**config.mk**
```make
export PLATFORM = sky130hd
export DESIGN_NAME = mult_div_unit
export DESIGN_NICKNAME = d
export VERILOG_FILES = /design/src/rtl/mult_div_unit.sv
export SDC_FILE = /design/constraint.sdc
export NUM_CORES = 1
export LEC_CHECK = 0
export BUFFER_PORTS_ARGS = -buffer_cell sky130_fd_sc_hd__buf_4
export CAP_MARGIN = 10
export CORE_ASPECT_RATIO = 0.75
export CORE_MARGIN = 3
export CORE_UTILIZATION = 55
export DETAILED_ROUTE_END_ITERATION = 8
export HOLD_SLACK_MARGIN = 0.05
export PLACE_DENSITY = 0.84
export SLEW_MARGIN = 20
export SYNTH_ARGS = -nofsm -noshare
export SYNTH_HDL_FRONTEND = slang
export SYNTH_SLANG_ARGS = --single-unit
```
**constraint.sdc**
```tcl
create_clock -name clk -period 3.5 [get_ports clk]
set_input_delay 0.875 -clock clk [delete_from_list [all_inputs] [get_ports clk]]
set_output_delay 0.875 -clock clk [all_outputs]
set_load 0.05 [all_outputs]
```
**src/rtl/mult_div_unit.sv**
```systemverilog
// Iterative MIPS multiply/divide unit that owns the HI/LO registers.
// Signed operations run on magnitudes; the latched signs are applied in FIX.
module mult_div_unit #(
   parameter int WIDTH = 32
) (
   input  logic             clk,
   input  logic             Reset,
   input  logic             Start,
   input  logic [1:0]       Op,
   input  logic [WIDTH-1:0] SrcA,
   input  logic [WIDTH-1:0] SrcB,
   input  logic             WriteHi,
   input  logic             WriteLo,
   output logic             Busy,
   output logic             Done,
   output logic [WIDTH-1:0] Hi,
   output logic [WIDTH-1:0] Lo
);
   localparam int CW = $clog2(WIDTH + 1);

   typedef enum logic [1:0] {IDLE, MUL, DIV, FIX} state_t;

   state_t             state;
   logic [CW-1:0]      count;
   logic [2*WIDTH-1:0] acc;
   logic [WIDTH-1:0]   magA, magB;
   logic               negQ, negR, isDiv, divZero;

   logic               signA, signB;
   logic [WIDTH-1:0]   absA, absB;
   logic [WIDTH:0]     mulSum;
   logic [WIDTH:0]     divShift;
   logic [WIDTH-1:0]   divRem;
   logic               divFits;
   logic [2*WIDTH-1:0] prodFix;
   logic [WIDTH-1:0]   quoFix, remFix;

   assign signA = Op[0] & SrcA[WIDTH-1];
   assign signB = Op[0] & SrcB[WIDTH-1];
   assign absA  = signA ? -SrcA : SrcA;
   assign absB  = signB ? -SrcB : SrcB;

   // Multiply: acc = {partial product, remaining multiplier bits}, shifted right each step.
   assign mulSum = {1'b0, acc[2*WIDTH-1:WIDTH]} + (acc[0] ? {1'b0, magA} : '0);

   // Divide: acc = {remainder, dividend/quotient}; shifted remainder needs one extra bit.
   assign divShift = acc[2*WIDTH-1:WIDTH-1];
   assign divFits  = (divShift >= {1'b0, magB});
   assign divRem   = divShift[WIDTH-1:0] - magB;

   assign prodFix = negQ ? -acc : acc;
   // A zero divisor leaves |A| in the remainder, so re-signing it restores the original SrcA.
   assign quoFix  = divZero ? '1 : (negQ ? -acc[WIDTH-1:0] : acc[WIDTH-1:0]);
   assign remFix  = negR ? -acc[2*WIDTH-1:WIDTH] : acc[2*WIDTH-1:WIDTH];

   always_ff @(posedge clk or negedge Reset) begin
      if (!Reset) begin
         state   <= IDLE;
         count   <= '0;
         acc     <= '0;
         magA    <= '0;
         magB    <= '0;
         negQ    <= 1'b0;
         negR    <= 1'b0;
         isDiv   <= 1'b0;
         divZero <= 1'b0;
         Busy    <= 1'b0;
         Done    <= 1'b0;
         Hi      <= '0;
         Lo      <= '0;
      end else begin
         Done <= 1'b0;
         case (state)
            IDLE: begin
               if (Start) begin
                  magA    <= absA;
                  magB    <= absB;
                  negQ    <= signA ^ signB;
                  negR    <= signA;
                  isDiv   <= Op[1];
                  divZero <= (SrcB == '0);
                  count   <= '0;
                  acc     <= Op[1] ? {{WIDTH{1'b0}}, absA} : {{WIDTH{1'b0}}, absB};
                  Busy    <= 1'b1;
                  state   <= Op[1] ? DIV : MUL;
               end else begin
                  if (WriteHi) Hi <= SrcA;
                  if (WriteLo) Lo <= SrcA;
               end
            end
            MUL: begin
               acc   <= {mulSum, acc[WIDTH-1:1]};
               count <= count + 1'b1;
               if (count == CW'(WIDTH - 1)) state <= FIX;
            end
            DIV: begin
               acc   <= {divFits ? divRem : divShift[WIDTH-1:0], acc[WIDTH-2:0], divFits};
               count <= count + 1'b1;
               if (count == CW'(WIDTH - 1)) state <= FIX;
            end
            FIX: begin
               if (isDiv) begin
                  Hi <= remFix;
                  Lo <= quoFix;
               end else begin
                  Hi <= prodFix[2*WIDTH-1:WIDTH];
                  Lo <= prodFix[WIDTH-1:0];
               end
               Busy  <= 1'b0;
               Done  <= 1'b1;
               state <= IDLE;
            end
            default: state <= IDLE;
         endcase
      end
   end
endmodule

```
# ---- Word level (Yosys, flattened, before mapping)
# Index checks and enable logic that the tools add are counted.
dict set report totals {
  elab_cells 75
  regBits 206
}
dict set report classes {
  mux 28
  n_eq_ne 9
  n_lt_le_gt_ge 1
  n_reduce_logical 13
  add_sub_neg 8
  bitwise_logic 3
}
# operator count
set ops {}
lappend ops {{$mux W32} 14}
lappend ops {{$pmux W64 S3} 1}
lappend ops {{$mux W64} 2}
lappend ops {{$neg A32 Y32} 4}
lappend ops {{$pmux W32 S2} 2}
lappend ops {{$neg A64 Y64} 1}
lappend ops {{$add A32 B32 Y33} 1}
lappend ops {{$ge A33 B32 Y1} 1}
lappend ops {{$logic_not A32 Y1} 1}
lappend ops {{$sub A32 B32 Y32} 1}
lappend ops {{$pmux W6 S2} 1}
lappend ops {{$reduce_and A2 Y1} 5}
lappend ops {{$ne A2 B2 Y1 const B} 4}
lappend ops {{$add A6 B1 Y6 const B} 1}
lappend ops {{$eq A6 B5 Y1 const B} 1}
lappend ops {{$mux W2} 3}
lappend ops {{$mux W6} 1}
lappend ops {{$pmux W2 S3} 1}
lappend ops {{$reduce_and A3 Y1} 2}
lappend ops {{$eq A2 B2 Y1 const B} 2}
lappend ops {{$reduce_bool A2 Y1} 2}
lappend ops {{$reduce_bool A3 Y1} 1}
lappend ops {{$and A1 B1 Y1} 2}
lappend ops {{$eq A2 B1 Y1 const B} 1}
lappend ops {{6 further kinds} 7}

# ---- Depth between registers and ports, before layout
# Gate-level depths: netlist of run 1.
dict set report logic_depth {
  depth_word 5
  depth_mapped 13
  mapped_depth_nobuf 12
}

# ---- Worst setup path after synthesis of run 1
# No wires, ideal clock.
dict set report synth_timing {
  path_type {reg2reg}
  startpoint {register acc[0]}
  endpoint {register acc[59]}
  arrival_ns 3.112
  setup_slack_ns 0.262
  stages_incl_launch_ff 14
  cell_sequence {dfrtp_1 > clkbuf_1 > clkbuf_1 > and2_1 > ha_1 > fa_1 > a211oi_1 > o311ai_0 > a31oi_1 > o2111ai_1 > a41oi_1 > xor2_1 > o21ai_0 > a221o_1}
}
dict set report synth_between {
  elab_chain_len 3
}
# item line
set synth_lines {}
lappend synth_lines {{start: declaration} 25} ;# logic [2*WIDTH-1:0] acc;
lappend synth_lines {{start signal: assignment} 83} ;# acc <= Op[1] ? {{WIDTH{1'b0}}, absA} : {{WIDTH{1'b0}}, absB};
lappend synth_lines {{start signal: assignment} 92} ;# acc <= {mulSum, acc[WIDTH-1:1]};
lappend synth_lines {{start signal: assignment} 97} ;# acc <= {divFits ? divRem : divShift[WIDTH-1:0], acc[WIDTH-2:0], divFits};
lappend synth_lines {{$mux W32} 44} ;# assign mulSum = {1'b0, acc[2*WIDTH-1:WIDTH]} + (acc[0] ? {1'b0, magA} : '0);
lappend synth_lines {{$add A32 B32 Y33} 44}
lappend synth_lines {{$pmux W64 S3} 73} ;# case (state)
# No other way between the ends.
# A chain may end at the register's enable or synchronous reset.

# ---- Worst setup path in the final report of run 1
dict set report layout_timing {
  startpoint {register acc[42]}
  endpoint {register acc[51]}
}
dict set report layout_between {
  elab_chain_len 3
  elab_cells_between_ends 5
}
# item line
set layout_lines {}
lappend layout_lines {{$sub A32 B32 Y32 / $ge A33 B32 Y1 (equally long branches)} {49, 48}}
lappend layout_lines {{$mux W32} 97}
lappend layout_lines {{$pmux W64 S3 (*)} 73}
# Every way passes the cells marked *; elsewhere a longest branch is shown, timed or not.

==> metrics.cfg, run 1 <==
[status]
status=complete, no violations

[power]
p_leak_nw=8.77
p_seq_frac=0.197
p_switching_mw=12.3
swShare=0.528
clkPwrFrac=0.121
power_density_nw_per_um2=1210
p_comb_frac=0.683
p_int_mw=11.0
peakVddDrop_uv=903

[job]
maxCapViolations=0

[die]
top_level_ports=137
dieWidth_um=205
core_area_um2=28600
die_h_um=155
row_count=53
die-area_um2=31700
floorplan.initialDensity=0.570

[placement]
dpl.hpwl_um=49900
portBuffers=136
placed_cell_area_um2=18400
gp_congestion=1.07

[finish]
nets=2324
drive_above_1_share=0.171
final_util=0.675
area_delta_synth_final_pct=18.5
fill_cells=2357
final_area_um2=19300

[logic_synthesis]
synth_seq_cells=206
synth_cells=2001
synth_nets=2147
async_reset_ff_frac=1.00
yosysMostFrequentCell=nand2_1
synth_ff_type=dfrtp_1
yosysTopAreaCellShare=0.316
synth_common_cells=248 x nand2_1, 237 x o21ai_0, 206 x dfrtp_1, 141 x a21oi_1, 120 x nor2_1
ys_types=87
yosysWarnings=0
synthTopCellsByArea=dfrtp_1 32%, o21ai_0 7.3%, nand2_1 5.7%
synth_edf_count=0
synth_seq_area_share=0.316
syn_avg_cell_area_um2=8.14
synthesis.area_um2=16300
synth_top_area_cell=dfrtp_1

[timing]
final_max_slew_viol_count=0
final-setup-viol-count=0
fin_skew_ps=10.6
rsz0062_at_grt=no
fmax_mhz=299
fin_crit_sh=0.957
post-route-min-period_ps=3350
max_slew_margin=0.239
hold_viol=0
holdWs_ps=327
worst_pin_slew_ps=1140

[detailed_routing]
drcViolationCount=0
final_antenna_net_count=0
dr.pass1.iters=6
via_per_inst=6.53
drt_iter0_markers=1962
vias=16900
routedWlPerCell_um=24.7
drt-total-wl_um=63800

[clock_tree]
cts_root_buf=clkbuf_16
cts_tree=done
cts.hold.buffers_added=0
clkSlewWorstSetupHoldPaths_ps=70
clk_latency_ps=540
cts_made_buffers=24
ctsHtreeMaxLevel=1
cts.path.max_buffers=3
cts_sinks=206

[worst_setup_path]
crit_fanout=8
start_kind=register
end_kind=register
required_ps=3920
critical_path_class=register to register
crit_arrival_ps=3770

[global_route]
track_usage=0.391
first_global_vias=15800
overflow=0
grt_pass1_wl_um=94900
antenna_found_initial=1
grt_max_degree=92

[hold_path]
hold_class=input port to async pin

==> final timing paths <==
kind | from | to | slack [ps] | cells after the start
worst max-delay path | acc[42] | acc[51] | 150 | 11
worst min-delay path | Reset | acc[61] | 330 | 1
worst max register to register | acc[42] | acc[51] | 150 | 11
worst min register to register | magA[13] | magA[13] | 480 | 2
max in group asynchronous | Reset | Lo[31] | 2390 | 2
min in group clk | magA[13] | magA[13] | 480 | 2
==> flip-flops by register name, indices dropped and copies added, names as in the netlist <==
name     cells
acc         64
Hi          32
Lo          32
magA        32
magB        32
count        6
state        2
Busy         1
Done         1
divZero      1
isDiv        1
negQ         1
negR         1
==> kinds of logic after synthesis <==
kind of cell / synth area share
compound gates: 0.260
flops: 0.316
simple gates: 0.188
mux: 0.0369
xor+xnor: 0.0909
buf+inv: 0.0489
fa+ha+maj: 0.0585
==> final cells by class <==
class / instances / area, um^2 / share of cell area
Clock buffer: 34 / 689 / 0.0357
Multi-Input combinational cell: 1602 / 10400 / 0.540
Timing Repair Buffer: 279 / 2140 / 0.111
Antenna cell: 2 / 5.00 / 0.000259
Tap cell: 385 / 482 / 0.0250
Sequential cell: 206 / 5150 / 0.267
Clock inverter: 8 / 170 / 0.00882
Inverter: 65 / 244 / 0.0126
==> per-stage QoR <==
stage / power, mW / setup TNS (ps) / worst slack (ps) / std cells
global placement: 19.6 / -22.5 / -22.5 / 2537
finish: 23.3 / 0 / 151 / 2581
CTS: 22.9 / 0 / 34.6 / 2579
detailed placement: 20.0 / -75.6 / -69.0 / 2537
global route: 24.6 / 0 / 2.17 / 2579
floorplan: 14.9 / 0 / 262 / 2001
==> power by group through the flow <==
stage	combinational, mW	clock, mW	sequential, mW
5_1_grt	17.0	2.91	4.69
3_3_place_gp	15.1	0	4.53
4_1_cts	15.5	2.81	4.55
3_5_place_dp	15.4	0	4.58
6_report	15.9	2.81	4.58
2_1_floorplan	9.28	0	5.63
==> critical path, stage by stage, from the launching register on <==
cell,delay (ps)
dfrtp_1,470
ha_1,460
nand3_1,180
nor4_1,520
a22oi_1,130
o21ai_1,150
a2111o_1,300
or2_1,220
buf_4,180
nor2_1,50
buf_4,190
a221o_1,350
==> repair_timing <==
| action | CTS | global route |
|---|---|---|
| gates resized for setup | 0 | 15 |
| buffers inserted | 0 | 0 |
| setup endpoints to repair | 0 | 12 |
==> cell usage in the layout (no fill, tap or decap), drive strengths merged, types with 32 or more instances in the layout <==
cell type and instances:
buf 278, nand2 248, o21ai 241, dfrtp 206, a21oi 145, nor2 120, xnor2 100, ha 73
xor2 69, inv 65, mux2i 50, and2 42, a22oi 39, a21o 35, nor3 35, clkbuf 35
o22ai 32
==> layer usage <==
layer	wire, um	track usage	share of wire	vias to the layer above
met1	26200	0.548	0.41	8072
li1	-	-	-	7618
met5	87	0.0202	0.0014	-
met2	26400	0.554	0.41	985
met3	8430	0.140	0.13	171
met4	2650	0.145	0.042	4
(Power assumes the default switching activity.)
==> inputs of run 2 (changes only) <==
RECOVER_POWER = 25   (was unset)
==> run 2 against run 1 <==
The run now ends with capacitance limit, slew limit left. Combinational power barely moved. Largest cell class unchanged. Sequential share of layout area is 0.063 points higher. Clock skew grew 0.57 ps. Via count rose by 0.63%. Critical path type unchanged. Clock power is essentially flat. Largest power group unchanged. Clock-buffer cell count did not move. Hold slack gained 150 ps. Sequential power barely moved. Critical path depth stayed put. Utilization decreased by 0.16 points. Die area did not move. Flip-flop and latch count did not move.
==> metrics.cfg, run 2 (synthesis results as in run 1) <==
[timing]
final-setup-viol-count=0
post-route-min-period_ps=3380
hold_viol=0
worst_pin_slew_ps=1680
final_max_slew_viol_count=60
rsz0062_at_grt=no
fmax_mhz=296
max_slew_margin=-0.122
fin_skew_ps=11.2
holdWs_ps=473
layout_setup_ws_ps=123
fin_crit_sh=0.965

[global_route]
first_global_vias=15800
grt_max_degree=92
track_usage=0.391
overflow=0
grt_pass1_wl_um=94900
antenna_found_initial=1

[hold_path]
whs_path_depth=2
worstHoldStart=magA[13]
hold_class=register to register
hold_path_end=magA[13]

[clock_tree]
cts.hold.buffers_added=0
cts_root_buf=clkbuf_16
post_cts_buffers=0
cts_tree=done
cts_made_buffers=24
clkSlewWorstSetupHoldPaths_ps=60
cts.path.max_buffers=3
clk_latency_ps=540
ctsHtreeMaxLevel=1
cts_resized=0
cts_sinks=206

[job]
maxCapViolations=1

[die]
core_area_um2=28600
die-area_um2=31700
row_count=53
top_level_ports=137
dieWidth_um=205
floorplan.initialDensity=0.570
die_h_um=155

[detailed_routing]
final_antenna_net_count=0
dr.pass1.iters=5
drt_iter0_markers=1998
vias=17000
via_per_inst=6.57
drcViolationCount=0
routedWlPerCell_um=24.7
drt-total-wl_um=63800

[worst_setup_path]
critical_path_class=register to register
cp_slowest_cell=nor4_1
crit_fanout=8
startpoint=acc[42]
crit_arrival_ps=3790
start_kind=register
end_kind=register
rrSetupSlack_ps=120
critPathMostFrequentCell=buf_4
r2r_end=acc[51]
crit_chain=ha_1 -> nand3_1 -> nor4_1 -> a22oi_1 -> o21ai_1 -> a2111o_1 -> or2_1 -> buf_4 -> nor2_1 -> buf_4 -> a221o_1
required_ps=3920
reg2reg_depth=11
critPathMaxStageDelay_ps=550
regToRegStartpoint=acc[42]

[finish]
fill_cells=2361
final_area_um2=19300
area_delta_synth_final_pct=18.2
drive_above_1_share=0.171
top_register=acc
final_util=0.674
nets=2324
layout_commonest_cell=buf_4
largest_register_ff_count=64
final_cell_mix=274 x buf_4, 247 x nand2_1, 237 x o21ai_0, 206 x dfrtp_1, 139 x a21oi_1

[placement]
dpl.hpwl_um=49900
gp_congestion=1.07
preCtsSetupSlack_ps=-69.0
placed_cell_area_um2=18400
portBuffers=136

[status]
violations=capacitance limit, slew limit
status=finished, violations left

[power]
peakVddDrop_uv=905
power_density_nw_per_um2=1210
p_leak_nw=8.75

run 2: changes by cell type in the layout (fill, tap and decap cells not counted), sizes merged:
| cell | previous run | this run |
|---|---|---|
| clkbuf | 35 | 38 |
| buf | 278 | 275 |
| diode | 2 | 1 |
run 2: final cells by class:
cell class	instances	area, um^2	area share
clock inverter	8	170	0.00884
sequential	206	5150	0.268
multi-input combinational	1602	10400	0.541
inverter	65	244	0.0127
clock buffer	34	689	0.0358
antenna	1	2.50	0.000130
timing repair buffer	279	2100	0.109
tap	385	482	0.0250
run 2: critical path, delay by kind of cell, from the launching register on:
kind | cells | cell delay, ps
AND/OR/NAND/NOR | 4 | 1000
AO/OA/AOI/OAI | 4 | 940
flip-flops | 1 | 470
adder cells (fa/ha/maj) | 1 | 460
buffers and inverters | 2 | 380
run 2: worst max-delay path by stage:
stage / endpoint / depth (start not counted)
2_1_floorplan: acc[59] / 13
3_3_place_gp: acc[30] / 9
3_5_place_dp: acc[30] / 9
4_1_cts: acc[62] / 13
5_1_grt: acc[52] / 16
6_report: acc[51] / 11
run 2: routing by layer:
metal	global-route usage	vias up	routed length, um
li1	-	7611	-
met4	0.145	4	2750
met5	0.0202	-	83
met3	0.140	177	8680
met1	0.548	8103	26100
met2	0.554	1061	26300
run 2: stage by stage:
stage               cells  total power [mW]  TNS (ps)
detailed placement   2537              20.0     -75.6
finish               2580              23.3         0
floorplan            2001              14.9         0
global route         2579              24.6         0
CTS                  2579              22.9         0
global placement     2537              19.6     -22.5
run 2: power by group:
group,switching (mW),internal [mW]
Clock,1.07,1.73
Sequential,1.02,3.56
Combinational,10.2,5.69
Total,12.3,11.0
